$ cat src/rtl/mem_request_sequencer_pkg.sv
// mem_request_sequencer_pkg: shared FSM state, request record, cache action encoding
// and the saturating-increment helper used by the optional performance counters.
package mem_request_sequencer_pkg;

  localparam int MEM_ADDR_W    = 26;
  localparam int MEM_DATA_W    = 32;
  localparam int MEM_LSQ_IDX_W = 3;
  localparam int MEM_AL_IDX_W  = 5;
  localparam int PERF_W        = 32;

  typedef enum logic [1:0] {
    IDLE,
    LOOKUP,
    MISS_WAIT,
    RESPOND
  } mem_seq_state_t;

  typedef enum logic {
    MEM_READ  = 1'b0,
    MEM_WRITE = 1'b1
  } mem_action_e;

  typedef struct packed {
    mem_action_e                write;
    logic [MEM_ADDR_W-1:0]      addr;
    logic [MEM_DATA_W-1:0]      data;
    logic [MEM_LSQ_IDX_W-1:0]   index;
    logic [MEM_AL_IDX_W-1:0]    alid;
    logic                       killed;
  } mem_req_t;

  function automatic logic [PERF_W-1:0] sat_inc(input logic [PERF_W-1:0] v, input logic en);
    return (en && !(&v)) ? v + PERF_W'(1) : v;
  endfunction

endpackage

$ cat src/rtl/mem_request_sequencer_perf_counters.sv
// mem_seq_perf_counters: saturating hit, miss and stall-cycle counters for the
// memory request sequencer (built only with MEM_SEQ_PERF_CNT_EN).
module mem_seq_perf_counters
  import mem_request_sequencer_pkg::*;
(
  input  logic              clk,
  input  logic              rst_n,
  input  logic              hit_evt,
  input  logic              miss_evt,
  input  logic              stall_evt,
  output logic [PERF_W-1:0] perf_hit,
  output logic [PERF_W-1:0] perf_miss,
  output logic [PERF_W-1:0] perf_stall
);

  logic [PERF_W-1:0] hit_cnt_q, hit_cnt_d;
  logic [PERF_W-1:0] miss_cnt_q, miss_cnt_d;
  logic [PERF_W-1:0] stall_cycles_q, stall_cycles_d;

  always_comb begin
    hit_cnt_d      = sat_inc(hit_cnt_q, hit_evt);
    miss_cnt_d     = sat_inc(miss_cnt_q, miss_evt);
    stall_cycles_d = sat_inc(stall_cycles_q, stall_evt);
  end

  always_ff @(posedge clk or negedge rst_n) begin
    if (!rst_n) begin
      hit_cnt_q      <= '0;
      miss_cnt_q     <= '0;
      stall_cycles_q <= '0;
    end else begin
      hit_cnt_q      <= hit_cnt_d;
      miss_cnt_q     <= miss_cnt_d;
      stall_cycles_q <= stall_cycles_d;
    end
  end

  assign perf_hit   = hit_cnt_q;
  assign perf_miss  = miss_cnt_q;
  assign perf_stall = stall_cycles_q;

endmodule

$ cat src/rtl/mem_request_sequencer.sv
// mem_request_sequencer: holds one LSQ load/store while the data cache services it,
// replays after a refill, and returns tagged load data or store completion.
// Define MEM_SEQ_PERF_CNT_EN to add the perf_hit/perf_miss/perf_stall counter ports.
module mem_request_sequencer
  import mem_request_sequencer_pkg::*;
#(
  parameter int ADDR_W    = MEM_ADDR_W,
  parameter int DATA_W    = MEM_DATA_W,
  parameter int LSQ_IDX_W = MEM_LSQ_IDX_W,
  parameter int AL_IDX_W  = MEM_AL_IDX_W
) (
  input  logic                 clk,
  input  logic                 rst_n,
  input  logic                 req_valid,
  output logic                 req_ready,
  input  logic                 req_write,
  input  logic [ADDR_W-1:0]    req_addr,
  input  logic [DATA_W-1:0]    req_data,
  input  logic [LSQ_IDX_W-1:0] req_index,
  input  logic [AL_IDX_W-1:0]  req_alid,
  input  logic                 flush,
  output logic                 dc_valid,
  output logic                 dc_write,
  output logic [ADDR_W-1:0]    dc_addr,
  output logic [DATA_W-1:0]    dc_wdata,
  input  logic                 dc_hit,
  input  logic [DATA_W-1:0]    dc_rdata,
  input  logic                 dc_refill_done,
  output logic                 dc_miss,
  output logic                 ld_valid,
  output logic [DATA_W-1:0]    ld_data,
  output logic [AL_IDX_W-1:0]  ld_alid,
  output logic                 st_done,
  output logic [LSQ_IDX_W-1:0] st_index
`ifdef MEM_SEQ_PERF_CNT_EN
  ,
  output logic [PERF_W-1:0]    perf_hit,
  output logic [PERF_W-1:0]    perf_miss,
  output logic [PERF_W-1:0]    perf_stall
`endif
);

  mem_seq_state_t state_q, state_d;
  mem_req_t held_q, held_d;
  logic req_ready_q, req_ready_d;
  logic ld_valid_q, ld_valid_d;
  logic st_done_q, st_done_d;
  logic [DATA_W-1:0] ld_data_q, ld_data_d;
  logic [AL_IDX_W-1:0] ld_alid_q, ld_alid_d;
  logic [LSQ_IDX_W-1:0] st_index_q, st_index_d;
  logic held_is_load, accept;

  assign held_is_load = held_q.write == MEM_READ;
  // A load seen together with a flush belongs to the squashed path and is refused.
  assign accept = req_valid && !(flush && !req_write);

  always_comb begin
    state_d        = state_q;
    held_d         = held_q;
    ld_valid_d     = 1'b0;
    st_done_d      = 1'b0;
    ld_data_d      = ld_data_q;
    ld_alid_d      = ld_alid_q;
    st_index_d     = st_index_q;
    held_d.killed  = held_q.killed | (state_q != IDLE && flush && held_is_load);
    case (state_q)
      IDLE: begin
        if (accept) begin
          state_d       = LOOKUP;
          held_d.write  = req_write ? MEM_WRITE : MEM_READ;
          held_d.addr   = req_addr;
          held_d.data   = req_data;
          held_d.index  = req_index;
          held_d.alid   = req_alid;
          held_d.killed = 1'b0;
        end
      end
      LOOKUP: begin
        state_d = dc_hit ? RESPOND : MISS_WAIT;
        if (dc_hit) begin
          ld_valid_d = held_is_load && !held_d.killed;
          st_done_d  = !held_is_load;
          ld_data_d  = held_is_load ? dc_rdata : ld_data_q;
          ld_alid_d  = held_is_load ? held_q.alid : ld_alid_q;
          st_index_d = held_is_load ? st_index_q : held_q.index;
        end
      end
      MISS_WAIT: state_d = dc_refill_done ? LOOKUP : MISS_WAIT;
      default:   state_d = IDLE;
    endcase
    req_ready_d = state_d == IDLE;
  end

  always_ff @(posedge clk or negedge rst_n) begin
    if (!rst_n) begin
      state_q     <= IDLE;
      held_q      <= '0;
      req_ready_q <= 1'b1;
      ld_valid_q  <= 1'b0;
      st_done_q   <= 1'b0;
      ld_data_q   <= '0;
      ld_alid_q   <= '0;
      st_index_q  <= '0;
    end else begin
      state_q     <= state_d;
      held_q      <= held_d;
      req_ready_q <= req_ready_d;
      ld_valid_q  <= ld_valid_d;
      st_done_q   <= st_done_d;
      ld_data_q   <= ld_data_d;
      ld_alid_q   <= ld_alid_d;
      st_index_q  <= st_index_d;
    end
  end

  assign req_ready = req_ready_q;
  assign dc_valid  = state_q == LOOKUP;
  assign dc_miss   = (state_q == LOOKUP && !dc_hit) || state_q == MISS_WAIT;
  assign dc_write  = held_q.write == MEM_WRITE;
  assign dc_addr   = held_q.addr;
  assign dc_wdata  = held_q.data;
  // A flush landing in the response cycle still squashes the load pulse.
  assign ld_valid  = ld_valid_q && !flush;
  assign ld_data   = ld_data_q;
  assign ld_alid   = ld_alid_q;
  assign st_done   = st_done_q;
  assign st_index  = st_index_q;

`ifdef MEM_SEQ_PERF_CNT_EN
  mem_seq_perf_counters u_perf (
    .clk        (clk),
    .rst_n      (rst_n),
    .hit_evt    (dc_valid && dc_hit),
    .miss_evt   (dc_valid && !dc_hit),
    .stall_evt  (dc_miss),
    .perf_hit   (perf_hit),
    .perf_miss  (perf_miss),
    .perf_stall (perf_stall)
  );
`endif

endmodule

$ cat config.mk
export PLATFORM = sky130hd
export DESIGN_NAME = mem_request_sequencer
export DESIGN_NICKNAME = d
export VERILOG_FILES = /design/src/rtl/mem_request_sequencer_pkg.sv /design/src/rtl/mem_request_sequencer_perf_counters.sv /design/src/rtl/mem_request_sequencer.sv
export SDC_FILE = /design/constraint.sdc
export NUM_CORES = 1
export LEC_CHECK = 0
export CAP_MARGIN = 20
export CORE_ASPECT_RATIO = 1.75
export CORE_MARGIN = 2
export CORE_UTILIZATION = 46
export CTS_BUF_LIST = sky130_fd_sc_hd__clkbuf_16
export CTS_CLUSTER_DIAMETER = 80
export DETAILED_ROUTE_END_ITERATION = 7
export PLACE_DENSITY = 0.85
export SLEW_MARGIN = 30
export SYNTH_ARGS = -nofsm -noshare
export SYNTH_HDL_FRONTEND = slang
export SYNTH_SLANG_ARGS = --single-unit
$ cat constraint.sdc
create_clock -name clk -period 2.95 [get_ports clk]
set_input_delay 0.885 -clock clk [delete_from_list [all_inputs] [get_ports clk]]
set_output_delay 0.885 -clock clk [all_outputs]
set_load 0.01 [all_outputs]
==> metrics.txt <==
status=completed; Netlist cell types=21; Worst-Margin Slew=0.472 ns; Clock Skew=0.0107 ns; die width=81.2 um; vias=2935; critical path endpoint category=primary output; crit path cell chain=clkdlybuf4s50_1, nor2b_1, clkdlybuf4s50_1; worst reg-to-reg setup slack=1.39 ns; CTS Buffer Depth=2; Peak supply drop=685 uV; vias in the first global route=3239; Cell Pwr Density=1090 nW/um^2; Clock Latency Late Sink=0.40 ns; placed cell area=6600 um^2; fin. max-slew vios=0; Crit path required time=2.07 ns; fmax=0.348 GHz; Syn Std Cell Area=4800 um^2; Root Buffer=clkbuf_16; row count=49; GRT Total Usage=20.2%; Overflow after GRT=0; post-DP HPWL=8.16 mm; Synth warnings=0; setup repair after global routing missed its margin=false; drt total wl=11.0 mm; # setup viols final=0; Sum Neg Setup Slack=0 ns; Lkg Pwr=0.00312 uW; CTS Buf Count=17; die span in y=139 um; I/O pin total=209; flops & latches, synth=113; post-route cell area=7110 um^2; Slew headroom=68.5%; initial DRC count=49; first-pass GRT wire length=16.7 mm; DR WL/cell=17.9 um; number of antenna violations at the first check in global routing=0; syn avg cell area=15.6 um^2; CP max-delay cell=clkdlybuf4s50_1; largest net degree at the start of global routing=60; Worst Setup Path Type=input port to primary output; via density per instance=4.79; post-synthesis sequential area ratio=59.0%; Crit path arrival time=1.99 ns; filler cell count=704; Synthesized Nets=412; Layout area overhead=48.3%; post-route ant nets=0; # diodes=0; Initial Util=46.8%; final hold vios=0; first drt pass iteration count=4; clock period minus worst slack=2.87 ns; fin crit share=97.4%; GPL Wtd Cong=0.772; Worst Hold Class=flop to flop; crit-path max FO=2; share of layout cells above drive strength 1=23.5%; CTS tree=yes; final net count=579; Synth Instances=307; port bufs=208; Core ar.=10200 um^2; CP dominant cell by count=clkdlybuf4s50_1; Startpoint Class=input port; total power=7760 uW; DR DRC count=0; Max stage delay on crit path=0.54 ns; total of max-cap violations=0; H-tree Lvls=4; Post-CTS Setup Bufs=0; cts hold-fix bufs=0; TritonCTS Sinks=113; clock-pin slew on the worst setup and hold paths=0.05 ns; Die Area=11300 um^2
report_power, final:
group	switching (uW)	leakage (uW)	total, uW	internal (uW)
Clock	651	0.000275	1770	1120
Sequential	420	0.00135	2760	2340
Combinational	1150	0.00150	3230	2080
routing by layer:
metal | part of all wire, % | up-vias | global-route usage (%)
li1 | - | 1331 | -
met1 | 35 | 1466 | 20.1
met2 | 57 | 116 | 36.3
met3 | 5.2 | 22 | 6.12
met4 | 3.0 | 0 | 10.1
met5 | 0 | - | 0
layout by cell type, fill, tap and decap left out, drive strengths merged, types with 2 or more instances in the layout:
cell type	count
clkdlybuf4s50	206
dfrtp	112
mux2	107
clkbuf	17
inv	9
buf	9
clkinv	6
nand2b	3
o21ai	2
nor2	2
nand3	2
sequential cells by signal (all words and copies together), names as in the netlist:
| register | flops |
|---|---|
| dc_addr | 26 |
| dc_wdata | 32 |
| dc_write | 1 |
| held_q | 9 |
| ld_alid | 5 |
| ld_data | 32 |
| ld_valid_q | 1 |
| req_ready | 1 |
| st_done | 1 |
| st_index | 3 |
| state_q | 2 |
Yosys cell counts (all sizes together):
cell type | instances | area share, %
nor2 | 2 | 0.55
o21a | 1 | 0.16
dfrtp | 112 | 58
nor3b | 1 | 0.16
o211ai | 1 | 0.16
o21ai | 2 | 0.21
dfstp | 1 | 0.55
nor2b | 1 | 0.13
mux2 | 107 | 26
and3 | 1 | 0.13
buf | 68 | 11
inv | 3 | 0.23
nand3 | 2 | 0.47
nand3b | 1 | 0.42
nand2b | 3 | 0.39
nor4 | 1 | 0.13
cells by family after synthesis:
kind of cell	after synthesis	share of synthesized area, %
buf+inv	71	11.7
simple gates	12	2.37
flops	113	59.0
mux	107	26.5
compound gates	4	0.522
stage by stage:
step	hold WS (ns)	utilization, %	setup WS (ns)	std cells
after CTS	0.443	69.4	0.0404	613
after floorplan	0.410	-	0.898	307
after global routing	0.465	69.5	0.0359	613
after global placement	0.436	64.4	0.0371	582
after detailed placement	0.424	64.4	0.0591	582
final	0.440	69.5	0.0782	613
layout make-up:
type                            count  area [um^2]  area share (%)
Clock inverter                     14         87.6            1.23
Inverter                            3         11.3           0.158
Tap cell                          127          159            2.23
Clock buffer                       17          425            5.98
Timing Repair Buffer              216         2190            30.8
Sequential cell                   113         2830            39.8
Multi-Input combinational cell    123         1410            19.8
critical path: cells and delay by family:
family | cells | cell delay [ns]
buffers and inverters | 2 | 0.97
AND/OR/NAND/NOR | 1 | 0.13
what timing repair did:
action	4_1_cts	5_1_grt
endpoints found under the hold margin	0	0
resized for setup	0	2
setup endpoints to repair	0	1
final timing paths:
path / startpoint / cells after the start / end
setup / recovery: flush / 3 / ld_valid
hold reg to reg: held_q[0] / 1 / ld_valid_q
min in group asynchronous: rst_n / 1 / dc_addr[13]
max in group asynchronous: rst_n / 2 / ld_alid[0]
hold / removal: held_q[0] / 1 / ld_valid_q
setup reg to reg: state_q[1] / 4 / ld_data[27]
No activity file was read; power rests on OpenSTA's default activity.
